===== config.mk =====
export PLATFORM = sky130hd
export DESIGN_NAME = uart_rx_data_sampler_flat
export DESIGN_NICKNAME = d
export VERILOG_FILES = /design/src/rtl/uart_rx_data_sampler_if.sv /design/src/rtl/uart_rx_data_sampler.sv /design/src/flat_wrapper.sv
export SDC_FILE = /design/constraint.sdc
export NUM_CORES = 1
export LEC_CHECK = 0
export CAP_MARGIN = 20
export CORE_MARGIN = 3
export CORE_UTILIZATION = 41
export CTS_CLUSTER_DIAMETER = 60
export CTS_CLUSTER_SIZE = 8
export DETAILED_ROUTE_END_ITERATION = 10
export PLACE_DENSITY_LB_ADDON = 0.05
export SYNTH_ARGS = -nofsm -noshare
export SYNTH_HDL_FRONTEND = slang
export SYNTH_SLANG_ARGS = --single-unit
export TNS_END_PERCENT = 10

===== constraint.sdc =====
create_clock -name clk_based_on_prescale -period 6.8 [get_ports clk_based_on_prescale]
set_clock_uncertainty 0.2 [all_clocks]
set_input_delay 1.36 -clock clk_based_on_prescale [delete_from_list [all_inputs] [get_ports clk_based_on_prescale]]
set_output_delay 1.36 -clock clk_based_on_prescale [all_outputs]
set_load 0.1 [all_outputs]

===== src/rtl/uart_rx_data_sampler_if.sv =====
// Bundles the serial line, sampler controls and sampler outputs.
// The slave modport is the sampler view; the master modport is the RX controller view.
interface uart_rx_data_sampler_if #(
  parameter int CNT_W = 6
);
  logic             RX_IN;
  logic [CNT_W-1:0] prescale;
  logic             sampler_enable;
  logic             sampled_data;
  logic             sampled_data_valid;
  logic [CNT_W-1:0] edge_cnt;
  logic [3:0]       bit_cnt;

  modport master (
    output RX_IN, prescale, sampler_enable,
    input  sampled_data, sampled_data_valid, edge_cnt, bit_cnt
  );

  modport slave (
    input  RX_IN, prescale, sampler_enable,
    output sampled_data, sampled_data_valid, edge_cnt, bit_cnt
  );
endinterface


===== src/rtl/uart_rx_data_sampler.sv =====
// UART RX oversampling front end: counts edges within each bit and takes three samples around
// the bit centre, emitting one majority-voted bit per bit period with a one-cycle strobe.
module uart_rx_data_sampler #(
  parameter int FRAME_BITS = 11,
  parameter int CNT_W      = 6
) (
  input logic                   clk_based_on_prescale,
  input logic                   rst,
  uart_rx_data_sampler_if.slave bus
);

  logic [CNT_W-1:0] r_edge_cnt;
  logic [3:0]       r_bit_cnt;
  logic             r_s0;
  logic             r_s1;
  logic             r_data;
  logic             r_valid;

  logic [CNT_W-1:0] w_p;
  logic [CNT_W-1:0] w_last;
  logic [CNT_W-1:0] w_mid;
  logic             w_wrap;
  logic [CNT_W-1:0] w_edge_cnt_nxt;
  logic [3:0]       w_bit_cnt_nxt;

  function automatic logic majority3(input logic a, input logic b, input logic c);
    return (a & b) | (a & c) | (b & c);
  endfunction

  // Effective oversampling ratio: unsupported prescale values fall back to 8
  always_comb begin
    case (bus.prescale)
      CNT_W'(16): w_p = CNT_W'(16);
      CNT_W'(32): w_p = CNT_W'(32);
      default:    w_p = CNT_W'(8);
    endcase
  end

  assign w_last = w_p - CNT_W'(1);
  assign w_mid  = w_p >> 1;
  // >= rather than == so a stale count above a newly smaller ratio still wraps
  assign w_wrap = (r_edge_cnt >= w_last);

  // Next edge/bit counter values while enabled
  always_comb begin
    w_edge_cnt_nxt = r_edge_cnt;
    w_bit_cnt_nxt  = r_bit_cnt;
    if (w_wrap) begin
      w_edge_cnt_nxt = '0;
      if (r_bit_cnt >= 4'(FRAME_BITS - 1)) begin
        w_bit_cnt_nxt = 4'd0;
      end else begin
        w_bit_cnt_nxt = r_bit_cnt + 4'd1;
      end
    end else begin
      w_edge_cnt_nxt = r_edge_cnt + CNT_W'(1);
    end
  end

  // Counters, three-point sampling and the voted output; disable clears all but the last bit
  always_ff @(posedge clk_based_on_prescale) begin
    if (rst) begin
      r_edge_cnt <= '0;
      r_bit_cnt  <= 4'd0;
      r_s0       <= 1'b0;
      r_s1       <= 1'b0;
      r_data     <= 1'b1;
      r_valid    <= 1'b0;
    end else if (!bus.sampler_enable) begin
      r_edge_cnt <= '0;
      r_bit_cnt  <= 4'd0;
      r_s0       <= 1'b0;
      r_s1       <= 1'b0;
      r_data     <= r_data;
      r_valid    <= 1'b0;
    end else begin
      r_edge_cnt <= w_edge_cnt_nxt;
      r_bit_cnt  <= w_bit_cnt_nxt;
      r_valid    <= 1'b0;
      if (r_edge_cnt == (w_mid - CNT_W'(1))) begin
        r_s0 <= bus.RX_IN;
      end
      if (r_edge_cnt == w_mid) begin
        r_s1 <= bus.RX_IN;
      end
      if (r_edge_cnt == (w_mid + CNT_W'(1))) begin
        r_data  <= majority3(r_s0, r_s1, bus.RX_IN);
        r_valid <= 1'b1;
      end
    end
  end

  assign bus.sampled_data       = r_data;
  assign bus.sampled_data_valid = r_valid;
  assign bus.edge_cnt           = r_edge_cnt;
  assign bus.bit_cnt            = r_bit_cnt;

endmodule

===== src/flat_wrapper.sv =====
// flat-port wrapper written by rule: the top's interface ports become plain ports
module uart_rx_data_sampler_flat 
#(
  parameter int FRAME_BITS = 11,
  parameter int CNT_W      = 6
)
  (clk_based_on_prescale, rst, bus_RX_IN, bus_prescale, bus_sampler_enable, bus_sampled_data, bus_sampled_data_valid, bus_edge_cnt, bus_bit_cnt);
  uart_rx_data_sampler_if #(.CNT_W(CNT_W)) bus_i ();
  input logic clk_based_on_prescale;
  input logic rst;
  input wire logic [$bits(bus_i.RX_IN)-1:0] bus_RX_IN;
  input wire logic [$bits(bus_i.prescale)-1:0] bus_prescale;
  input wire logic [$bits(bus_i.sampler_enable)-1:0] bus_sampler_enable;
  output wire logic [$bits(bus_i.sampled_data)-1:0] bus_sampled_data;
  output wire logic [$bits(bus_i.sampled_data_valid)-1:0] bus_sampled_data_valid;
  output wire logic [$bits(bus_i.edge_cnt)-1:0] bus_edge_cnt;
  output wire logic [$bits(bus_i.bit_cnt)-1:0] bus_bit_cnt;
  assign bus_i.RX_IN = bus_RX_IN;
  assign bus_i.prescale = bus_prescale;
  assign bus_i.sampler_enable = bus_sampler_enable;
  assign bus_sampled_data = bus_i.sampled_data;
  assign bus_sampled_data_valid = bus_i.sampled_data_valid;
  assign bus_edge_cnt = bus_i.edge_cnt;
  assign bus_bit_cnt = bus_i.bit_cnt;
  uart_rx_data_sampler #(.FRAME_BITS(FRAME_BITS), .CNT_W(CNT_W)) u_core (.clk_based_on_prescale(clk_based_on_prescale), .rst(rst), .bus(bus_i));
endmodule

==> flow_metrics.py, run 1 <==
metrics = {
    "yosys": {
        "yosysTopAreaCellShare_pct": 33.14,
        "post_synth.cell_area_avg_um2": 8.544,
        "syn-num-nets": 117,
        "netlist.top_cell.by_area": "dfxtp_1",
        "netlist_instances": 99,
        "synth_cell_type_count": 32,
        "yosysSeqAreaShare_pct": 33.14,
        "synth_enable_flop_cells": 0,
        "ys_async_sr_fraction_pct": 0,
        "ys_dominant_reg_cell": "dfxtp_1",
        "yosysWarningCount": 0,
        "yosys-top-cells-area": "dfxtp_1, ha_1, nor2_1",
        "synth-seq-cells": 14,
        "netlist_area_um2": 845.8,
    },
    "setup_path": {
        "cp_data_required_time_ps": 6770,
        "end_kind": "flip-flop",
        "cp_max_fo": 9,
        "rrSetupSlack_ps": 4790,
        "worstSetupPathType": "in2reg",
        "cp.arrival_ps": 3640,
        "cp-start-kind": "input port",
    },
    "place": {
        "io_buffers": 21,
        "dpl.cell_count": 143,
        "place_hpwl_um": 1431,
        "gp_congestion": 0.7605,
    },
    "die": {
        "die-area_um2": 2644,
        "die_height_um": 51.42,
        "die_w_um": 51.42,
        "initial_core_util_pct": 45.99,
        "placementRows": 15,
        "num_io_pins": 22,
        "core_area_um2": 1839,
    },
    "clock_tree": {
        "clk_pin_slew_ps": 80,
        "clockBufferDepth": 2,
        "cts_resized": 0,
        "cts_tree": "done",
        "cts_buffers": 3,
        "cts_setup_buffers": 0,
        "insertion_delay_ps": 280,
        "hold_buffers": 0,
        "clkSinkCount": 14,
        "clockRootBuffer": "clkbuf_4",
        "cts_max_level": 1,
    },
    "routing": {
        "wirelength_um": 1808,
        "post-route-drc-count": 0,
        "wl_met1_um": 847,
        "routed_via_density": 5.185,
        "wl_per_cell_um": 12.38,
        "drt_iter0_drc": 17,
        "drt-pass1-iter-count": 4,
        "top_layer": "met4",
        "met3WireLength_um": 135,
        "ant_nets": 0,
        "num_vias": 757,
        "route.met2.wl_um": 790,
    },
    "global_routing": {
        "grt_pass1_wl_um": 3215,
        "antenna_found_initial": 0,
        "grt_overflow": 0,
        "grt_usage_pct": 16.50,
        "grt_pass1_vias": 734,
        "grt_max_degree": 10,
    },
    "power": {
        "p_int_mw": 0.1116,
        "vdd_ir_drop_max_mv": 0.1322,
        "cellLeakagePower_nw": 0.4187,
        "p_per_area_nw_per_um2": 138.1,
        "p_clk_share_pct": 31.2,
        "switchingPower_mw": 0.03955,
        "sw_frac_of_total_pct": 26.16,
        "power_frac_comb_pct": 13.6,
        "seq_power_share_pct": 55.2,
    },
    "sta": {
        "fin_crit_ps": 3663,
        "post-route-period-util_pct": 53.87,
        "slew_headroom_pct": 34.94,
        "max_freq_mhz": 273.0,
        "finalSetupViolCount": 0,
        "finalMaxSlewViolations": 0,
        "setup_tns_ps": 0,
        "worst-slew-pin-transition_ps": 972.9,
        "rsz0062_at_grt": "false",
        "final_hold_viol_count": 0,
    },
    "job": {
        "drv_cap": 0,
    },
    "cells_and_area": {
        "fin_cells": 146,
        "fillCellCount": 194,
        "layout-drive-gt1-share_pct": 6.612,
        "fin_nets": 141,
        "antenna_cells": 0,
        "area_growth_pct": 29.44,
    },
    "status": {
        "status": "complete, no violations",
    },
    "min_path": {
        "hold_path_class": "reg2reg",
    },
}
stage by stage:
step / setup slack (ps) / total power, mW / util (%) / instance area (um2) / hold slack, ps
5_1_grt: 2927 / 0.1591 / 59.52 / 1095 / 304.3
3_3_place_gp: 2880 / 0.1055 / 58.30 / 1072 / 249.2
3_5_place_dp: 2840 / 0.1058 / 58.30 / 1072 / 260.2
4_1_cts: 3130 / 0.1536 / 59.52 / 1095 / 271.8
2_1_floorplan: 3567 / 0.09633 / - / 845.8 / 239.4
6_report: 3137 / 0.1512 / 59.52 / 1095 / 269.3
worst max-delay path, stage by stage:
cell and delay [ps]:
clkdlybuf4s50_1 460, nor4_4 420, o21ai_0 160, ha_1 290, a31oi_1 90, o211ai_1 560, o21ai_1 140, nand2_1 100
o21ai_1 60
path summary, 6_finish.rpt:
kind | depth (start not counted) | startpoint | endpoint
worst max-delay path | 9 | bus_prescale[3] | u_core.bus.bit_cnt[2]$_SDFFE_PP0P_
worst min-delay path | 2 | u_core.r_s1$_SDFFE_PP0N_ | u_core.r_s1$_SDFFE_PP0N_
worst max register to register | 6 | u_core.bus.edge_cnt[0]$_SDFF_PP0_ | u_core.bus.bit_cnt[2]$_SDFFE_PP0P_
worst min register to register | 2 | u_core.r_s1$_SDFFE_PP0N_ | u_core.r_s1$_SDFFE_PP0N_
layout by cell type, fill, tap and decap left out:
| cell type | Yosys | final |
|---|---|---|
| inv_1 | 6 | 6 |
| and2_1 | 1 | 1 |
| or4_1 | 1 | 1 |
| o311ai_2 | 1 | 1 |
| nor4_4 | 1 | 1 |
| nand3_1 | 6 | 6 |
| mux2i_1 | 4 | 4 |
| and2b_2 | 2 | 2 |
| a32oi_1 | 1 | 1 |
| maj3_1 | 1 | 1 |
| ha_1 | 8 | 8 |
| nor2b_1 | 1 | 1 |
| clkdlybuf4s50_1 | 0 | 21 |
| o211ai_2 | 1 | 1 |
| a21oi_1 | 1 | 1 |
| o31ai_1 | 2 | 2 |
| conb_1 | 1 | 1 |
| xnor2_1 | 3 | 3 |
| nor2_1 | 16 | 16 |
| nand4b_1 | 2 | 2 |
| nand2_1 | 11 | 11 |
| o211ai_1 | 1 | 1 |
| nand3b_1 | 1 | 1 |
| o21ai_0 | 3 | 3 |
| nand4_1 | 2 | 2 |
| o2bb2ai_1 | 1 | 1 |
| dfxtp_1 | 14 | 14 |
| o21ai_1 | 2 | 2 |
| clkbuf_4 | 0 | 3 |
| a31oi_1 | 1 | 1 |
| nand2b_1 | 1 | 1 |
| xor2_1 | 1 | 1 |
power by group through the flow:
| stage | Sequential (mW) | Clock [mW] | Combinational [mW] |
|---|---|---|---|
| 2_1_floorplan | 0.0894 | 0 | 0.00695 |
| 3_3_place_gp | 0.0853 | 0 | 0.0202 |
| 3_5_place_dp | 0.0853 | 0 | 0.0205 |
| 4_1_cts | 0.0834 | 0.0496 | 0.0207 |
| 5_1_grt | 0.0836 | 0.0531 | 0.0224 |
| 6_report | 0.0834 | 0.0472 | 0.0206 |
state kept, by name, summed over array words and instances, names as in the netlist:
name	cells
u_core.bus.edge_cnt	6
u_core.bus.sampled_data	1
u_core.r_s1	1
u_core.bus.sampled_data_valid	1
u_core.bus.bit_cnt	4
u_core.r_s0	1
layout make-up:
cell class                 count  area (um2)  share of cell area (%)
inverter                       6       22.52                   2.057
sequential                    14       280.3                   25.60
multi-input combinational     77       528.0                   48.23
clock buffer                   3       22.52                   2.057
timing repair buffer          21       210.2                   19.20
tap                           25       31.28                   2.857
cell families after synthesis:
kind of cell	share of synthesized area, %
other	0.4434
adder cells (fa/ha/maj)	13.02
XOR/XNOR	4.143
flip-flops	33.14
AND/OR/NAND/NOR	27.67
multiplexers	4.734
buffers and inverters	4.437
AO/OA/AOI/OAI	12.43
synth_stat cells, types with 2 or more instances:
| cell | n |
|---|---|
| and2b_2 | 2 |
| dfxtp_1 | 14 |
| ha_1 | 8 |
| inv_1 | 6 |
| mux2i_1 | 4 |
| nand2_1 | 11 |
| nand3_1 | 6 |
| nand4_1 | 2 |
| nand4b_1 | 2 |
| nor2_1 | 16 |
| o21ai_0 | 3 |
| o21ai_1 | 2 |
| o31ai_1 | 2 |
| xnor2_1 | 3 |
layer usage:
metal  up-vias  track usage, %
li1        391               -
met1       339           21.35
met2        23           23.73
met3         4           6.414
met4         0           7.860
met5         -               0
Power figures use the tool's default switching activity.
==> run 2, diff against run 1 <==
==> constraint.sdc (replaced) <==
create_clock -name clk_based_on_prescale -period 3.5 [get_ports clk_based_on_prescale]
set_clock_uncertainty 0.2 [all_clocks]
set_input_delay 0.7 -clock clk_based_on_prescale [delete_from_list [all_inputs] [get_ports clk_based_on_prescale]]
set_output_delay 0.7 -clock clk_based_on_prescale [all_outputs]
set_load 0.1 [all_outputs]
==> flow_metrics.py, run 2 (same netlist as run 1, synthesis figures left out) <==
metrics = {
    "status": {
        "status": "complete, no violations",
    },
    "global_routing": {
        "grt_usage_pct": 16.63,
        "global_route.usage.met3_pct": 6.122,
        "grt_pass1_vias": 766,
        "antenna_found_initial": 0,
        "grt_use_met2_pct": 25.85,
        "grt_use_met1_pct": 20.64,
        "grt_pass1_wl_um": 3277,
        "grt_max_degree": 10,
        "top_usage_layer": "met2",
        "grt_overflow": 0,
    },
    "cells_and_area": {
        "largest_reg_flops": 6,
        "layout-drive-gt1-share_pct": 17.89,
        "antenna_cells": 0,
        "area_growth_pct": 28.40,
        "final_cell_mix": "nor2_1, dfxtp_1, buf_4",
        "fin_nets": 142,
        "fin_util_pct": 59.05,
        "final_common_cell": "nor2_1",
    },
    "routing": {
        "routed_via_density": 5.189,
        "wl_per_cell_um": 12.26,
        "drt_iter0_drc": 11,
        "ant_nets": 0,
        "wirelength_um": 1815,
        "post-route-drc-count": 0,
        "num_vias": 768,
        "drt-pass1-iter-count": 4,
    },
    "clock_tree": {
        "cts_buffers": 3,
        "cts_setup_buffers": 0,
        "clockRootBuffer": "clkbuf_4",
        "hold_buffers": 0,
        "cts_resized": 0,
        "clk_pin_slew_ps": 80,
        "clkSinkCount": 14,
        "cts_tree": "done",
        "insertion_delay_ps": 280,
        "cts_max_level": 1,
        "clockBufferDepth": 2,
    },
    "place": {
        "gp_congestion": 0.8552,
        "place_hpwl_um": 1410,
        "io_buffers": 21,
    },
    "die": {
        "initial_core_util_pct": 45.99,
        "placementRows": 15,
        "die_w_um": 51.42,
        "num_io_pins": 22,
        "die-area_um2": 2644,
        "core_area_um2": 1839,
        "die_height_um": 51.42,
    },
    "power": {
        "seq_power_share_pct": 51.1,
        "power_frac_comb_pct": 13.0,
        "p_per_area_nw_per_um2": 292.0,
        "sw_frac_of_total_pct": 24.10,
        "switchingPower_mw": 0.07644,
        "p_int_mw": 0.2407,
        "cellLeakagePower_nw": 0.4523,
        "p_clk_share_pct": 35.9,
        "vdd_ir_drop_max_mv": 0.2476,
    },
    "setup_path": {
        "path_cells": "clkdlybuf4s50_1 -> nor4_4 -> o21ai_0 -> ha_1 -> a31oi_1 -> o21ai_0 -> nand3_1 -> mux2i_1",
        "slowest_delay_ps": 470,
        "worstSetupPathType": "in2reg",
        "cp_max_fo": 6,
        "end_kind": "flip-flop",
        "crit_top_cell": "o21ai_0",
        "rr_worst_depth": 5,
        "cp.arrival_ps": 2770,
        "cp-start-kind": "input port",
        "cp_data_required_time_ps": 3510,
        "slowest_stage": "clkdlybuf4s50_1",
    },
    "sta": {
        "rsz0062_at_grt": "false",
        "finalMaxSlewViolations": 0,
        "fin_crit_ps": 2766,
        "post-route-period-util_pct": 79.02,
        "max_freq_mhz": 361.6,
        "final_hold_viol_count": 0,
        "finalSetupViolCount": 0,
        "setup_tns_ps": 0,
    },
    "min_path": {
        "hold_depth": 2,
        "hold_path_class": "reg2reg",
    },
    "job": {
        "drv_cap": 0,
    },
}
run 2: critical path: cells and delay by family:
| family | cells | cell delay [ps] |
|---|---|---|
| AOI/OAI and AO/OA | 3 | 540 |
| adders and majority gates | 1 | 300 |
| buffers and inverters | 1 | 470 |
| muxes | 1 | 180 |
| and+or+nand+nor | 2 | 580 |
run 2: area by class of cell:
cell class	count	area, um2
sequential	14	280.3
inverter	6	22.52
timing repair buffer	22	187.7
fill	188	753.2
tap	25	31.28
multi-input combinational	77	528.0
clock buffer	4	36.28
run 2: per-layer routing:
layer  wire (um)  up-vias
li1            -      397
met1         841      344
met2         803       23
met3         135        4
met4          34        0
met5           0        -
run 2: power groups by stage:
stage          combinational (mW)  clock (mW)  sequential [mW]
2_1_floorplan              0.0135           0            0.174
6_report                   0.0412       0.114            0.162
5_1_grt                    0.0452       0.131            0.162
3_3_place_gp               0.0401           0            0.166
3_5_place_dp               0.0412           0            0.166
4_1_cts                    0.0414       0.120            0.162
run 2: stage by stage:
stage	power [mW]	instances	worst slack, ps	area [um2]	hold WS (ps)
3_3_place_gp	0.2058	144	463.4	1050	251.2
6_report	0.3172	148	734.4	1086	272.9
4_1_cts	0.3235	148	723.8	1086	282.0
5_1_grt	0.3383	148	474.3	1086	307.9
2_1_floorplan	0.1871	99	926.8	845.8	239.4
3_5_place_dp	0.2070	144	433.7	1050	267.9
run 2: final timing paths:
kind | slack, ps | from | endpoint
worst min register to register | 270 | u_core.r_s0$_SDFFE_PP0N_ | u_core.r_s0$_SDFFE_PP0N_
worst min-delay path | 270 | u_core.r_s0$_SDFFE_PP0N_ | u_core.r_s0$_SDFFE_PP0N_
worst max register to register | 1710 | u_core.bus.edge_cnt[2]$_SDFF_PP0_ | u_core.bus.sampled_data$_SDFFE_PP1P_
worst max-delay path | 730 | bus_prescale[3] | u_core.bus.bit_cnt[0]$_SDFFE_PP0P_
==> run 3, diff against run 2 <==
==> constraint.sdc (replaced) <==
create_clock -name clk_based_on_prescale -period 2.3 [get_ports clk_based_on_prescale]
set_clock_uncertainty 0.2 [all_clocks]
set_input_delay 0.46 -clock clk_based_on_prescale [delete_from_list [all_inputs] [get_ports clk_based_on_prescale]]
set_output_delay 0.46 -clock clk_based_on_prescale [all_outputs]
set_load 0.1 [all_outputs]
==> flow_metrics.py, run 3 (same netlist as run 1, synthesis figures left out) <==
metrics = {
    "routing": {
        "routed_via_density": 5.167,
        "drt-pass1-iter-count": 4,
        "drt_iter0_drc": 17,
        "post-route-drc-count": 0,
        "wl_per_cell_um": 12.01,
        "wirelength_um": 1874,
        "num_vias": 806,
        "ant_nets": 0,
    },
    "place": {
        "io_buffers": 21,
        "dpl_cell_area_um2": 1106,
        "place_hpwl_um": 1386,
        "gp_congestion": 0.8581,
    },
    "power": {
        "p_per_area_nw_per_um2": 421.2,
        "power_frac_comb_pct": 14.2,
        "p_clk_share_pct": 36.3,
        "cellLeakagePower_nw": 0.5212,
        "switchingPower_mw": 0.1263,
        "vdd_ir_drop_max_mv": 0.3336,
        "sw_frac_of_total_pct": 25.31,
        "p_int_mw": 0.3728,
        "seq_power_share_pct": 49.4,
    },
    "cells_and_area": {
        "final_common_cell": "buf_4",
        "ff_latch_area_um2": 286.5,
        "final_cell_mix": "buf_4, nor2_1, nand2_1",
        "fillCellCount": 161,
        "layout-drive-gt1-share_pct": 28.24,
        "antenna_cells": 0,
        "stdcell_area_um2": 1185,
        "area_growth_pct": 40.09,
        "fin_util_pct": 64.42,
        "largest_reg_flops": 6,
        "multi_input_area_um2": 546.8,
        "fin_nets": 150,
    },
    "setup_path": {
        "cp_max_fo": 4,
        "cp-start-kind": "input port",
        "cp_data_required_time_ps": 2270,
        "cp.arrival_ps": 2160,
        "end_kind": "flip-flop",
        "worstSetupPathType": "in2reg",
    },
    "die": {
        "initial_core_util_pct": 45.99,
        "die_height_um": 51.42,
        "num_io_pins": 22,
        "core_area_um2": 1839,
        "die-area_um2": 2644,
        "die_w_um": 51.42,
        "placementRows": 15,
    },
    "sta": {
        "fin_crit_ps": 2187,
        "finalSetupViolCount": 0,
        "rsz0062_at_grt": "false",
        "max_freq_mhz": 457.3,
        "final_hold_viol_count": 0,
        "finalMaxSlewViolations": 0,
        "post-route-period-util_pct": 95.08,
    },
    "clock_tree": {
        "cts_buffers": 3,
        "cts_tree": "done",
        "hold_buffers": 0,
        "clockRootBuffer": "clkbuf_4",
        "clockBufferDepth": 2,
        "clk_pin_slew_ps": 80,
        "cts_max_level": 1,
        "insertion_delay_ps": 290,
        "clkSinkCount": 14,
    },
    "global_routing": {
        "grt_pass1_wl_um": 3132,
        "grt_overflow": 0,
        "grt_max_degree": 10,
        "grt_usage_pct": 15.70,
        "grt_pass1_vias": 759,
        "antenna_found_initial": 0,
    },
    "job": {
        "drv_cap": 0,
    },
    "status": {
        "status": "complete, no violations",
    },
    "min_path": {
        "hold_path_class": "reg2reg",
    },
}
-- run 3: final cells by class --
type                    count  share of cell area (%)
multi-input cells          77                   46.15
flip-flops and latches     14                   24.18
repair buffers             30                   22.07
clock buffers               4                   3.062
well taps                  25                   2.640
inverters                   6                   1.901
-- run 3: stage by stage --
stage	hold slack (ps)	setup slack [ps]	power, mW	instances	TNS (ps)
after global placement	250.8	-359.5	0.3193	149	-3700
after CTS	276.8	29.79	0.4985	154	0
after floorplan	239.4	16.39	0.2853	99	0
final	267.6	113.2	0.4991	156	0
after global routing	299.4	21.25	0.5255	156	0
after detailed placement	261.9	-389.8	0.3202	149	-4183
-- run 3: power by group through the flow --
stage / logic (mW) / registers [mW] / clock network (mW)
floorplan: 0.0206 / 0.265 / 0
global placement: 0.0668 / 0.252 / 0
detailed placement: 0.0677 / 0.253 / 0
CTS: 0.0677 / 0.247 / 0.184
global route: 0.0764 / 0.247 / 0.202
finish: 0.0710 / 0.247 / 0.181
-- run 3: timing repair --
item	in CTS	in global routing
pin swaps	3	2
gates resized for setup	5	4
buffers inserted	1	2
endpoints found under the setup margin	9	9
-- run 3: final timing paths --
kind                            cells after the start                               from  slack (ps)                                   end
worst max-delay path                               11                    bus_prescale[5]         110    u_core.bus.bit_cnt[2]$_SDFFE_PP0P_
worst min-delay path                                1  u_core.bus.edge_cnt[0]$_SDFF_PP0_         270     u_core.bus.edge_cnt[0]$_SDFF_PP0_
worst max register to register                      5  u_core.bus.edge_cnt[2]$_SDFF_PP0_         450  u_core.bus.sampled_data$_SDFFE_PP1P_
worst min register to register                      1  u_core.bus.edge_cnt[0]$_SDFF_PP0_         270     u_core.bus.edge_cnt[0]$_SDFF_PP0_
-- run 3: worst max-delay path, stage by stage --
cell and delay (ps):
clkdlybuf4s50_1 490, and2b_2 180, buf_4 100, nand2_1 50, ha_1 290, nand2_1 70, o211ai_1 180, buf_4 160
o21ai_1 60, nand2_1 60, o21ai_1 60
-- run 3: layer usage --
| layer | wire (um) | GRT usage, % | part of all wire, % | vias to the layer above |
|---|---|---|---|---|
| li1 | - | - | - | 411 |
| met1 | 863 | 19.33 | 46 | 355 |
| met2 | 833 | 23.73 | 44 | 34 |
| met3 | 142 | 5.831 | 7.6 | 6 |
| met4 | 35 | 7.860 | 1.9 | 0 |
| met5 | 0 | 0 | 0 | - |
